==> src/rtl/imu_package_sync.sv <==
// Byte-stream framer: hunts for package start, checks func code and checksum of
// each package, and assembles PACKAGE_NUM clean packages into one parallel frame.
module imu_package_sync #(
  parameter int          PACKAGE_SIZE  = 11,
  parameter int          PACKAGE_NUM   = 4,
  parameter logic [7:0]  START_BYTE    = 8'h55,
  parameter logic [7:0]  FUNC_BASE     = 8'h51,
  parameter int          ERR_CNT_WIDTH = 16
) (
  input  logic                                clk,
  input  logic                                rst_n,
  input  logic [7:0]                          byte_i,
  input  logic                                byte_i_vld,
  output logic                                byte_i_rdy,
  output logic [PACKAGE_NUM*PACKAGE_SIZE*8-1:0] frame_o,
  output logic                                frame_o_vld,
  input  logic                                frame_o_rdy,
  output logic [ERR_CNT_WIDTH-1:0]            sum_err_cnt,
  output logic [ERR_CNT_WIDTH-1:0]            seq_err_cnt,
  output logic [ERR_CNT_WIDTH-1:0]            frame_cnt
);
  localparam int FRAME_BYTES = PACKAGE_NUM * PACKAGE_SIZE;
  localparam int FW = FRAME_BYTES * 8;
  localparam int IW = (PACKAGE_NUM > 1) ? $clog2(PACKAGE_NUM) : 1;
  localparam int CW = $clog2(PACKAGE_SIZE + 1);
  localparam int OW = $clog2(FRAME_BYTES + 1);

  typedef enum logic [1:0] {HUNT, COLLECT, HOLD} state_e;

  state_e                   state_q, state_d;
  logic [IW-1:0]            pkg_q, pkg_d;
  logic [CW-1:0]            cnt_q, cnt_d;
  logic [7:0]               sum_q, sum_d;
  logic                     rdy_q;
  logic [FW-1:0]            frame_q;
  logic [ERR_CNT_WIDTH-1:0] sum_err_q, seq_err_q, frm_q;
  logic                     wr_en, sum_inc, seq_inc, frm_inc, xfer;
  logic [OW-1:0]            wr_off;

  function automatic logic [ERR_CNT_WIDTH-1:0] sat_inc(input logic [ERR_CNT_WIDTH-1:0] c);
    return (&c) ? c : c + 1'b1;
  endfunction

  assign xfer = byte_i_vld && rdy_q;

  always_comb begin
    state_d = state_q;
    pkg_d   = pkg_q;
    cnt_d   = cnt_q;
    sum_d   = sum_q;
    wr_en   = 1'b0;
    wr_off  = '0;
    sum_inc = 1'b0;
    seq_inc = 1'b0;
    frm_inc = 1'b0;
    case (state_q)
      HUNT: begin
        if (xfer && byte_i == START_BYTE) begin
          wr_en   = 1'b1;
          sum_d   = START_BYTE;
          cnt_d   = CW'(1);
          pkg_d   = '0;
          state_d = COLLECT;
        end
      end
      COLLECT: begin
        if (xfer) begin
          wr_en  = 1'b1;
          wr_off = OW'(pkg_q) * OW'(PACKAGE_SIZE) + OW'(cnt_q);
          sum_d  = sum_q + byte_i;
          cnt_d  = cnt_q + 1'b1;
          if ((cnt_q == CW'(0) && byte_i != START_BYTE) ||
              (cnt_q == CW'(1) && byte_i != FUNC_BASE + 8'(pkg_q))) begin
            seq_inc = 1'b1;
            pkg_d   = '0;
            state_d = HUNT;
          end else if (cnt_q == CW'(PACKAGE_SIZE - 1)) begin
            // checksum byte: compare against the sum of the preceding bytes
            if (byte_i != sum_q) begin
              sum_inc = 1'b1;
              pkg_d   = '0;
              state_d = HUNT;
            end else if (pkg_q == IW'(PACKAGE_NUM - 1)) begin
              state_d = HOLD;
            end else begin
              pkg_d = pkg_q + 1'b1;
              cnt_d = '0;
              sum_d = '0;
            end
          end
        end
      end
      HOLD: begin
        if (frame_o_rdy) begin
          frm_inc = 1'b1;
          state_d = HUNT;
        end
      end
      default: state_d = HUNT;
    endcase
  end

  always_ff @(posedge clk or negedge rst_n) begin
    if (!rst_n) begin
      state_q   <= HUNT;
      pkg_q     <= '0;
      cnt_q     <= '0;
      sum_q     <= '0;
      rdy_q     <= 1'b0;
      sum_err_q <= '0;
      seq_err_q <= '0;
      frm_q     <= '0;
    end else begin
      state_q <= state_d;
      pkg_q   <= pkg_d;
      cnt_q   <= cnt_d;
      sum_q   <= sum_d;
      // ready is a pure function of the next registered state
      rdy_q   <= (state_d != HOLD);
      if (sum_inc) sum_err_q <= sat_inc(sum_err_q);
      if (seq_inc) seq_err_q <= sat_inc(seq_err_q);
      if (frm_inc) frm_q     <= sat_inc(frm_q);
    end
  end

  // one write-enabled byte slot per frame offset; byte 0 lands at the MSBs
  for (genvar g = 0; g < FRAME_BYTES; g++) begin : g_slot
    always_ff @(posedge clk or negedge rst_n) begin
      if (!rst_n)                             frame_q[FW-1-8*g -: 8] <= '0;
      else if (wr_en && wr_off == OW'(g))     frame_q[FW-1-8*g -: 8] <= byte_i;
    end
  end

  assign byte_i_rdy  = rdy_q;
  assign frame_o     = frame_q;
  assign frame_o_vld = (state_q == HOLD);
  assign sum_err_cnt = sum_err_q;
  assign seq_err_cnt = seq_err_q;
  assign frame_cnt   = frm_q;
endmodule

==> config.mk <==
export PLATFORM = sky130hd
export DESIGN_NAME = imu_package_sync
export DESIGN_NICKNAME = d
export VERILOG_FILES = /design/src/rtl/imu_package_sync.sv
export SDC_FILE = /design/constraint.sdc
export NUM_CORES = 1
export LEC_CHECK = 0
export CORE_MARGIN = 3
export CORE_UTILIZATION = 49
export DETAILED_ROUTE_END_ITERATION = 8
export GPL_TIMING_DRIVEN = 0
export PLACE_DENSITY_LB_ADDON = 0.15
export SETUP_SLACK_MARGIN = 0.5
export SYNTH_ARGS = -nofsm -noshare
export SYNTH_HDL_FRONTEND = slang
export SYNTH_SLANG_ARGS = --single-unit
==> constraint.sdc <==
create_clock -name clk -period 3.83 [get_ports clk]
set_input_delay 0.5745 -clock clk [delete_from_list [all_inputs] [get_ports clk]]
set_output_delay 0.5745 -clock clk [all_outputs]
set_load 0.005 [all_outputs]
# == After elaboration in Yosys (flattened, before gate mapping) ==
# Cells that the tools add are included.
# word_totals
inputBits,12
elab_cells,226
output_inout_bits,402
ff_bits,417
# op_classes
n_bitwise,3
n_mul,1
n_eq_ne,57
n_mux,44
n_reduce_logical,61
add_sub_neg,8
# ops
operator,n
$eq A6 B5 Y1 const B,16
$eq A6 B6 Y1 const B,12
$add A16 B1 Y16 const B,3
$eq A6 B4 Y1 const B,8
$logic_and A1 B1 Y1,48
$mux W8,6
$reduce_and A16 Y1,3
$mux W2,13
$eq A6 B3 Y1 const B,4
$mux W4,6
$ne A8 B8 Y1,2
$pmux W8 S2,1
$eq A6 B2 Y1 const B,2
$mux W1,12
$mux W6,2
$add A7 B2 Y8 const A,1
$add A8 B8 Y8,1
$eq A8 B7 Y1 const B,1
$ne A8 B7 Y1 const B,1
$pmux W4 S2,1
$add A6 B4 Y6,1
$eq A6 B1 Y1 const B,1
$logic_not A6 Y1,1
$mul A2 B4 Y6 const B,1
20 further kinds,27

# == Depth between registers and ports, before layout ==
# Gate-level depths: netlist (run 1).
# depth
depth_word,8
ltp_mapped,15
ltp_nobuf,12

# == Worst setup path before layout (run 1) ==
# Ideal clock, no wire load.
# synth_path
path_type,flip-flop to flip-flop
start,reg pkg_q[0]
end,"reg frame_q[120], in the netlist frame_o[120]"
setup_ns,0.125
slack_ns,0.447
path_buffers,1
stages_incl_launch_ff,11
required_ns,3.705
arrival_ns,3.258
cell_sequence,dfrtp_1 -> inv_1 -> fa_1 -> inv_1 -> ha_1 -> inv_1 -> fa_1 -> xnor2_2 -> clkbuf_1 -> nand3_1 -> mux2_2
# synth_via
elab_chain_len,6
# synth_rtl
element,line_no,rtl
"start, declared",31,"logic [IW-1:0] pkg_q, pkg_d;"
"start signal, assigned",115,pkg_q <= pkg_d;
$mul A2 B4 Y6,69,wr_off = OW'(pkg_q) * OW'(PACKAGE_SIZE) + OW'(cnt_q);
$add A6 B4 Y6,69,
$mux W6,67,if (xfer) begin
$mux W6,56,case (state_q)
$eq A6 B5 Y1,130,else if (wr_en && wr_off == OW'(g)) frame_q[FW-1-8*g -: 8] <= byte_i;
$logic_and A1 B1 Y1,130,
"end signal, assigned by index",130,
"end, declared",35,logic [FW-1:0] frame_q;
# Every way passes these cells.
# A chain may end at the register's enable or synchronous reset.

# == Worst setup path after layout (run 1) ==
# layout_path
start,in byte_i[4]
end,"reg frame_q[344], in the netlist frame_o[344]"
# layout_via
elab_chain_len,5
# layout_rtl
element,line_no,rtl
"start, declared",12,"input logic [7:0] byte_i,"
$eq A8 B7 Y1,58,if (xfer && byte_i == START_BYTE) begin
$logic_and A1 B1 Y1,58,
$mux W1,58,
$pmux W1 S2,56,
$logic_and A1 B1 Y1,130,
# Every way passes these cells.

==> results.json, run 1 <==
{
  "status": "finished, final reports clean",
  "core_region_area_sq_mm": 0.0340,
  "period_minus_slack_ns": 3.32,
  "synth_seq_area_share_pct": 60.9,
  "grt_remaining_overflow": 0,
  "synthArstFlopShare_pct": 100,
  "clk_pin_slew_ns": 0.06,
  "yosysTopAreaCell": "dfrtp_1",
  "grt_usage_pct": 26.8,
  "ctsHtreeMaxLevel": 2,
  "max_clock_freq_mhz": 302,
  "start_util_pct": 50.3,
  "grt_pass1_wl_um": 76300,
  "drtIter0Drc": 527,
  "power_mw": 12.4,
  "nFillCells": 2376,
  "cts.path.max_buffers": 3,
  "viasPerCell": 5.42,
  "synth_top_area_share_pct": 60.9,
  "dp_cells": 2058,
  "firstDrtPassIters": 5,
  "drive_gt1_share_pct": 31.9,
  "cts.sinks": 417,
  "ys_top_cells_by_area": "dfrtp_1, mux2_2, xnor2_1, ha_1, nand3_1",
  "nets": 1732,
  "syn2layout_area_growth_pct": 41.6,
  "synthDistinctLibCells": 55,
  "syn-cell-area_sq_mm": 0.0171,
  "grt_antenna_before_repair": 0,
  "drc": 0,
  "synth_edf_count": 0,
  "wirelength_um": 50300,
  "syn_inst": 1193,
  "numPortBuffers": 413,
  "cts_made_buffers": 43,
  "hold_viol": 0,
  "period_share_pct": 86.6,
  "drtAntennaViolNets": 0,
  "finalSetupViolCount": 0,
  "clk_latency_ns": 0.55,
  "cts_tree": "done",
  "place.gp.congestion": 0.843,
  "avgSynthCellArea_sq_um": 14.4,
  "min_path_type": "reg -> reg",
  "grt_max_degree": 107,
  "std_cell_rows": 67,
  "end_kind": "flip-flop",
  "ir_drop_mv": 0.453,
  "num_vias": 11799,
  "die_w_um": 193,
  "diodes": 0,
  "crit_required_ns": 4.26,
  "p_leak_nw": 11.2,
  "stdcell_count": 2177,
  "start_kind": "input pin",
  "synth_warnings": 0,
  "critPathArrivalTime_ns": 3.74,
  "critPathKind": "in -> reg",
  "io_pins": 414,
  "synth-main-ff-cell": "dfrtp_1",
  "maxCapViolCount": 0,
  "wl_per_cell_um": 23.1,
  "dp_hpwl_um": 35000,
  "fin_area_sq_mm": 0.0243,
  "cts_root_buf": "clkbuf_16",
  "cp_max_fo": 9,
  "ys_seq_elements": 417,
  "die_area_sq_mm": 0.0372,
  "tightest_slew_ns": 0.944,
  "synth_nets": 1230,
  "maxSlewViolCount": 0,
  "multi_input_comb_area_sq_mm": 0.00681,
  "first_global_vias": 12692,
  "fin_skew_ns": 0.0243,
  "tns_ns": 0,
  "die_y_um": 193,
  "p_per_area_mw_per_mm2": 511,
  "regArea_sq_mm": 0.0104,
  "rsz0062_at_grt": "yes",
  "postPlaceCellArea_sq_mm": 0.0220,
  "maxSlewHeadroom_pct": 36.5
}
[worst max-delay path, stage by stage]
cell and delay [ns]:
clkdlybuf4s50_1 0.48, buf_1 0.57, nand2_1 0.14, or4_4 0.58, nor4_1 0.79, o22ai_4 0.14, buf_12 0.19, mux2_2 0.27
[layout by cell type (no fill, tap or decap), types with 4 or more instances in the layout]
master / Yosys / routed
buf_6: 3 / 8
clkdlybuf4s50_1: 0 / 411
nor2b_1: 5 / 4
mux2_2: 356 / 356
or3_1: 5 / 5
clkinv_2: 0 / 12
a21oi_1: 12 / 12
nor2_1: 32 / 29
and2_1: 4 / 4
o21ai_0: 11 / 11
xor2_1: 13 / 12
nor2_4: 0 / 4
nand2_2: 0 / 9
nand4_1: 16 / 16
xnor2_1: 40 / 40
clkbuf_16: 0 / 44
clkbuf_8: 0 / 5
nand3_4: 0 / 13
dfrtp_1: 417 / 415
and3_1: 11 / 11
buf_4: 1 / 27
buf_16: 0 / 4
ha_1: 22 / 21
nand3_2: 0 / 8
nor4_4: 4 / 6
inv_2: 0 / 4
nor3_4: 1 / 7
nand3_1: 51 / 30
nand2_1: 48 / 39
buf_12: 0 / 14
clkbuf_1: 46 / 54
nor3_1: 11 / 6
inv_1: 14 / 10
and4_1: 4 / 4
[routing by layer]
metal  global-route usage, %  wire [um]
met1                    33.1      19800
met2                    45.0      24700
met3                    9.20       4180
met4                    8.43       1610
met5                       0          0
[synth_stat cells, types with 3 or more instances]
cell / count
buf_1: 3
nor3_1: 11
o21ai_0: 11
and4_1: 4
nor4_4: 4
xnor2_1: 40
a21oi_1: 12
a22o_1: 3
or4_1: 3
and3_1: 11
ha_1: 22
nand2_1: 48
fa_1: 3
mux2_2: 356
inv_1: 14
nor4_1: 4
or2_2: 3
dfrtp_1: 417
nor3b_1: 3
clkbuf_1: 46
nor2b_1: 5
xor2_1: 13
and2_1: 4
buf_2: 5
nand2b_1: 5
buf_6: 3
or3_1: 5
nor3_2: 3
nand4_1: 16
nand3_1: 51
nor2_1: 32
nor2_2: 4
[stage by stage]
step / util (%) / worst slack, ns / hold WS [ns]
5_1_grt: 71.3 / 0.364 / 0.506
2_1_floorplan: - / 0.549 / 0.279
3_3_place_gp: 64.2 / -16.09 / 0.469
6_report: 71.3 / 0.515 / 0.489
4_1_cts: 70.3 / 0.462 / 0.494
3_5_place_dp: 64.5 / -0.370 / 0.478
[final timing paths]
| path | start | end | slack (ns) | cells after the start |
|---|---|---|---|---|
| hold / removal | sum_q[5] | sum_q[5] | 0.49 | 2 |
| setup / recovery | byte_i[4] | frame_o[344] | 0.51 | 8 |
| setup reg to reg | pkg_q[0] | frame_o[144] | 0.52 | 11 |
| max in group asynchronous | rst_n | frame_o[286] | 1.93 | 4 |
| hold reg to reg | sum_q[5] | sum_q[5] | 0.49 | 2 |
| min in group asynchronous | rst_n | frame_cnt[8] | 0.59 | 2 |
[state kept, by name, summed over array words and instances, names as in the netlist]
signal and flops:
sum_q 8, state_q 2, sum_err_cnt 16, seq_err_cnt 16
byte_i_rdy 1, cnt_q 4, pkg_q 2, frame_o 352
frame_cnt 16
[timing repair]
item,4_1_cts,5_1_grt
buffers inserted,24,15
gates resized for setup,63,41
hold buffers,1,0
pin swaps,14,10
endpoints found under the setup margin,352,361
endpoints found under the hold margin,3,0
[where the power goes]
group          internal (mW)  switching, mW  total (mW)  leakage (nW)
Sequential              4.96          0.331        5.29          5.71
Clock                   2.36           1.73        4.09         0.681
Combinational           1.65           1.37        3.02          4.83
Total                   8.96           3.43        12.4          11.2
[cell families (layout without fill, tap and decap cells)]
family,count (synthesis),in the layout,synth area share [%]
simple gates,223,223,7.22
fa+ha+maj,25,25,1.96
mux,358,358,23.5
compound gates,43,43,1.65
xor+xnor,55,55,2.97
buf+inv,72,608,1.77
flops,417,417,60.9
[cell type report]
| class | instances | share of cell area [%] |
|---|---|---|
| buffer | 58 | 1.21 |
| clock buffer | 63 | 5.04 |
| clock inverter | 16 | 0.598 |
| inverter | 14 | 0.217 |
| multi-input combinational | 704 | 28.1 |
| sequential | 417 | 43.0 |
| tap | 448 | 2.31 |
| timing repair buffer | 457 | 19.5 |
Note: power is estimated with default switching activity, not from simulation.
==> run 2, diff against run 1 <==
- CORE_MARGIN: 3 -> not set
- CORE_UTILIZATION: 49 -> 50
==> results.json, run 2 (same netlist as run 1, synthesis figures left out) <==
{
  "finalSetupViolCount": 0,
  "place.gp.congestion": 0.824,
  "drc": 0,
  "grt_usage_pct": 27.7,
  "grt_remaining_overflow": 0,
  "die_area_sq_mm": 0.0350,
  "period_share_pct": 85.5,
  "start_util_pct": 51.0,
  "drtAntennaViolNets": 0,
  "multi_input_comb_area_sq_mm": 0.00678,
  "maxSlewViolCount": 0,
  "stdcell_count": 2162,
  "grt_antenna_before_repair": 0,
  "dp_hpwl_um": 33400,
  "cp_max_fo": 8,
  "wl_per_cell_um": 22.3,
  "seq_power_share_pct": 42.7,
  "dp_cells": 2057,
  "core_region_area_sq_mm": 0.0336,
  "end_kind": "flip-flop",
  "netSwitchingFraction_pct": 27.1,
  "grt_pass1_wl_um": 74400,
  "numPortBuffers": 413,
  "final_common_cell": "dfrtp_1",
  "drtIter0Drc": 465,
  "drive_gt1_share_pct": 31.8,
  "io_pins": 414,
  "nFillCells": 2315,
  "final_cell_mix": "dfrtp_1, clkdlybuf4s50_1, mux2_2, clkbuf_1, clkbuf_16",
  "regArea_sq_mm": 0.0104,
  "critPathKind": "reg -> reg",
  "p_clk_share_pct": 33.4,
  "firstDrtPassIters": 4,
  "ctsHtreeMaxLevel": 2,
  "hold_viol": 0,
  "ir_drop_mv": 0.495,
  "syn2layout_area_growth_pct": 40.9,
  "p_sw_mw": 3.35,
  "p_per_area_mw_per_mm2": 513,
  "cts_made_buffers": 43,
  "utilization_pct": 71.8,
  "cts_root_buf": "clkbuf_16",
  "status": "finished, final reports clean",
  "die_w_um": 187,
  "critPathArrivalTime_ns": 3.69,
  "cts.path.max_buffers": 3,
  "p_leak_nw": 11.2,
  "period_minus_slack_ns": 3.27,
  "wirelength_um": 48100,
  "first_global_vias": 12444,
  "tns_ns": 0,
  "die_y_um": 187,
  "diodes": 0,
  "cts.sinks": 417,
  "cts_tree": "done",
  "num_vias": 11715,
  "rsz0062_at_grt": "yes",
  "maxSlewHeadroom_pct": 40.5,
  "max_clock_freq_mhz": 306,
  "viasPerCell": 5.42,
  "clk_pin_slew_ns": 0.06,
  "maxCapViolCount": 0,
  "fin_skew_ns": 0.0173,
  "grt_max_degree": 121,
  "nets": 1722,
  "tightest_slew_ns": 0.892,
  "crit_required_ns": 4.25,
  "min_path_type": "in -> async",
  "largest_reg_flops": 352,
  "clk_latency_ns": 0.54,
  "internal-power_mw": 9.03,
  "start_kind": "flip-flop",
  "pwr-share-comb_pct": 23.9,
  "std_cell_rows": 67
}
run 2: worst max-delay path, cell delays in order (launching register included):
cell and delay (ns):
dfrtp_2 0.38, inv_2 0.04, fa_1 0.53, inv_1 0.05, ha_2 0.18, inv_2 0.05, fa_2 0.47, buf_4 0.18
or3_4 0.37, buf_6 0.14, nor4_4 0.23, buf_6 0.19, mux2_2 0.34
run 2: layer usage:
layer	global-route usage (%)	routed length [um]	up-vias
met3	8.41	3730	99
met4	10.6	1840	0
met1	35.2	19400	6028
met5	0	0	-
li1	-	-	5199
met2	44.7	23200	389
run 2: power groups by stage:
stage          logic [mW]  clock network (mW)  registers (mW)
6_report             2.96                4.13            5.29
5_1_grt              3.18                4.39            5.36
4_1_cts              2.91                4.21            5.28
3_5_place_dp         2.73                   0            5.35
3_3_place_gp         2.67                   0            5.34
2_1_floorplan        1.17                   0            5.36
run 2: through the flow:
step | hold WS [ns] | area, sq um | worst slack (ns) | power (mW)
5_1_grt | 0.0583 | 24100 | 0.428 | 12.9
3_3_place_gp | 0.468 | 21800 | -16.01 | 8.01
6_report | 0.0205 | 24100 | 0.557 | 12.4
3_5_place_dp | 0.482 | 21900 | -0.376 | 8.09
2_1_floorplan | 0.279 | 17100 | 0.549 | 6.53
4_1_cts | 0.0353 | 24000 | 0.428 | 12.4
run 2: path summary, 6_finish.rpt:
| path | cells after the start | slack (ns) | end | start |
|---|---|---|---|---|
| worst min-delay path | 1 | 0.02 | sum_err_cnt[4] | rst_n |
| min in group clk | 1 | 0.49 | frame_cnt[6] | frame_cnt[6] |
| worst max register to register | 12 | 0.56 | frame_o[308] | pkg_q[0] |
| max in group asynchronous | 3 | 2.28 | frame_o[111] | rst_n |
| worst max-delay path | 12 | 0.56 | frame_o[308] | pkg_q[0] |
| worst min register to register | 1 | 0.49 | frame_cnt[6] | frame_cnt[6] |
run 2: area by class of cell:
class	count	area share [%]
buffer	58	1.25
clock buffer	63	5.31
clock inverter	11	0.498
inverter	14	0.218
multi-input combinational	704	28.1
sequential	417	43.2
tap	448	2.32
timing repair buffer	447	19.1
run 2: what timing repair did:
item                       in CTS  in global routing
pin swaps                      16                  5
hold buffers                    0                  0
buffers inserted               23                  8
resized for setup              75                 29
setup endpoints to repair     352                359
gates cloned                    0                  0
==> run 3, diff against run 2 <==
- CTS_BUF_LIST: not set -> sky130_fd_sc_hd__clkbuf_16
- CTS_CLUSTER_DIAMETER: not set -> 120
==> results.json, run 3 (same netlist as run 1, synthesis figures left out) <==
{
  "drive_gt1_share_pct": 31.3,
  "p_clk_share_pct": 32.0,
  "final_common_cell": "dfrtp_1",
  "post-place-ws_ns": -0.376,
  "syn2layout_area_growth_pct": 40.6,
  "maxSlewHeadroom_pct": 38.6,
  "maxCapViolCount": 0,
  "numPortBuffers": 413,
  "firstDrtPassIters": 4,
  "start_kind": "flip-flop",
  "drtIter0Drc": 508,
  "tns_ns": 0,
  "cts.sinks": 417,
  "grt_remaining_overflow": 0,
  "period_share_pct": 86.9,
  "fin_skew_ns": 0.0173,
  "first_global_vias": 12430,
  "period_minus_slack_ns": 3.33,
  "core_region_area_sq_mm": 0.0336,
  "place.gp.congestion": 0.824,
  "max_clock_freq_mhz": 300,
  "whs_ns": 0.0270,
  "clk_pin_slew_ns": 0.06,
  "hold_viol": 0,
  "tightest_slew_ns": 0.920,
  "drtAntennaViolNets": 0,
  "critPathArrivalTime_ns": 3.75,
  "die_y_um": 187,
  "grt_max_degree": 121,
  "finalSetupViolCount": 0,
  "dp_hpwl_um": 33400,
  "netSwitchingFraction_pct": 27.6,
  "start_util_pct": 51.0,
  "status": "finished, final reports clean",
  "cts_tree": "done",
  "cts.path.max_buffers": 3,
  "grt_usage_pct": 27.7,
  "std_cell_rows": 67,
  "cts_root_buf": "clkbuf_16",
  "cts_made_buffers": 43,
  "grt_antenna_before_repair": 0,
  "crit_required_ns": 4.25,
  "rsz0062_at_grt": "yes",
  "pwr-share-comb_pct": 24.5,
  "clk_latency_ns": 0.54,
  "postPlaceCellArea_sq_mm": 0.0219,
  "grt_pass1_wl_um": 74300,
  "seq_power_share_pct": 43.5,
  "internal-power_mw": 8.80,
  "num_vias": 11711,
  "wl_per_cell_um": 22.3,
  "nets": 1727,
  "die_area_sq_mm": 0.0350,
  "ctsHtreeMaxLevel": 2,
  "maxSlewViolCount": 0,
  "critPathKind": "reg -> reg",
  "setup_ws_ns": 0.502,
  "cp_max_fo": 8,
  "largest_reg_flops": 352,
  "ir_drop_mv": 0.491,
  "drc": 0,
  "diodes": 0,
  "end_kind": "flip-flop",
  "p_sw_mw": 3.36,
  "fin_area_sq_mm": 0.0241,
  "die_w_um": 187,
  "utilization_pct": 71.6,
  "p_per_area_mw_per_mm2": 505,
  "wirelength_um": 48400,
  "p_leak_nw": 11.2,
  "viasPerCell": 5.40,
  "final_cell_mix": "dfrtp_1, clkdlybuf4s50_1, mux2_2, clkbuf_16",
  "hold_buffers": 0,
  "min_path_type": "in -> async",
  "io_pins": 414
}
==> run 3: cell count changes in the layout (fill, tap and decap cells not counted), moves of 2 or more <==
cell,previous run,this run
clkbuf_8,11,1
buf_4,20,23
clkinv_1,0,11
inv_1,10,19
clkbuf_1,48,40
buf_6,9,11
==> run 3: cell type report <==
cell class	count	area, sq um
flip-flops and latches	417	10400
fillers	2336	9530
multi-input cells	704	6790
repair buffers	452	4650
clock buffers	44	1100
well taps	448	561
plain buffers	58	304
clock inverters	30	191
inverters	14	52.6
==> run 3: layer usage <==
layer	up-vias	global-route usage (%)	share of wire (%)
met2	386	44.9	48
met5	-	0	0
met3	94	8.35	7.8
met1	6023	35.2	41
met4	0	10.2	3.6
li1	5208	-	-
==> run 3: repair_timing <==
item / CTS / global route
gates resized for setup: 75 / 33
endpoints found under the setup margin: 352 / 356
buffers inserted: 23 / 12
cloned: 0 / 1
pin swaps: 16 / 6
==> run 3: final timing paths <==
check                             start  slack (ns)  cells past startpoint              to
min                               rst_n        0.03                      1  sum_err_cnt[4]
max                            cnt_q[1]        0.50                     11     frame_o[66]
min reg2reg                frame_cnt[6]        0.49                      1    frame_cnt[6]
max in group asynchronous         rst_n        2.29                      3    frame_o[111]
max reg2reg                    cnt_q[1]        0.50                     11     frame_o[66]
min in group clk           frame_cnt[6]        0.49                      1    frame_cnt[6]
==> run 3: worst max-delay path, stage by stage (launching register included) <==
cell,delay (ns)
dfrtp_1,0.39
inv_2,0.10
fa_1,0.42
inv_1,0.08
ha_2,0.18
inv_2,0.04
fa_2,0.41
xor2_2,0.58
nand3_2,0.33
nor2_4,0.20
buf_12,0.15
mux2_2,0.33
==> run 3: power groups by stage <==
| stage | clock network (mW) | registers, mW | logic [mW] |
|---|---|---|---|
| 6_report | 3.89 | 5.29 | 2.98 |
| 5_1_grt | 4.13 | 5.35 | 3.20 |
| 4_1_cts | 3.96 | 5.28 | 2.91 |
| 3_5_place_dp | 0 | 5.35 | 2.73 |
| 3_3_place_gp | 0 | 5.34 | 2.67 |
| 2_1_floorplan | 0 | 5.36 | 1.17 |
==> run 3: stage by stage <==
step	power, mW	std cells
after CTS	12.2	2154
after global placement	8.01	2054
after global routing	12.7	2167
after detailed placement	8.09	2057
after floorplan	6.53	1193
final	12.2	2167
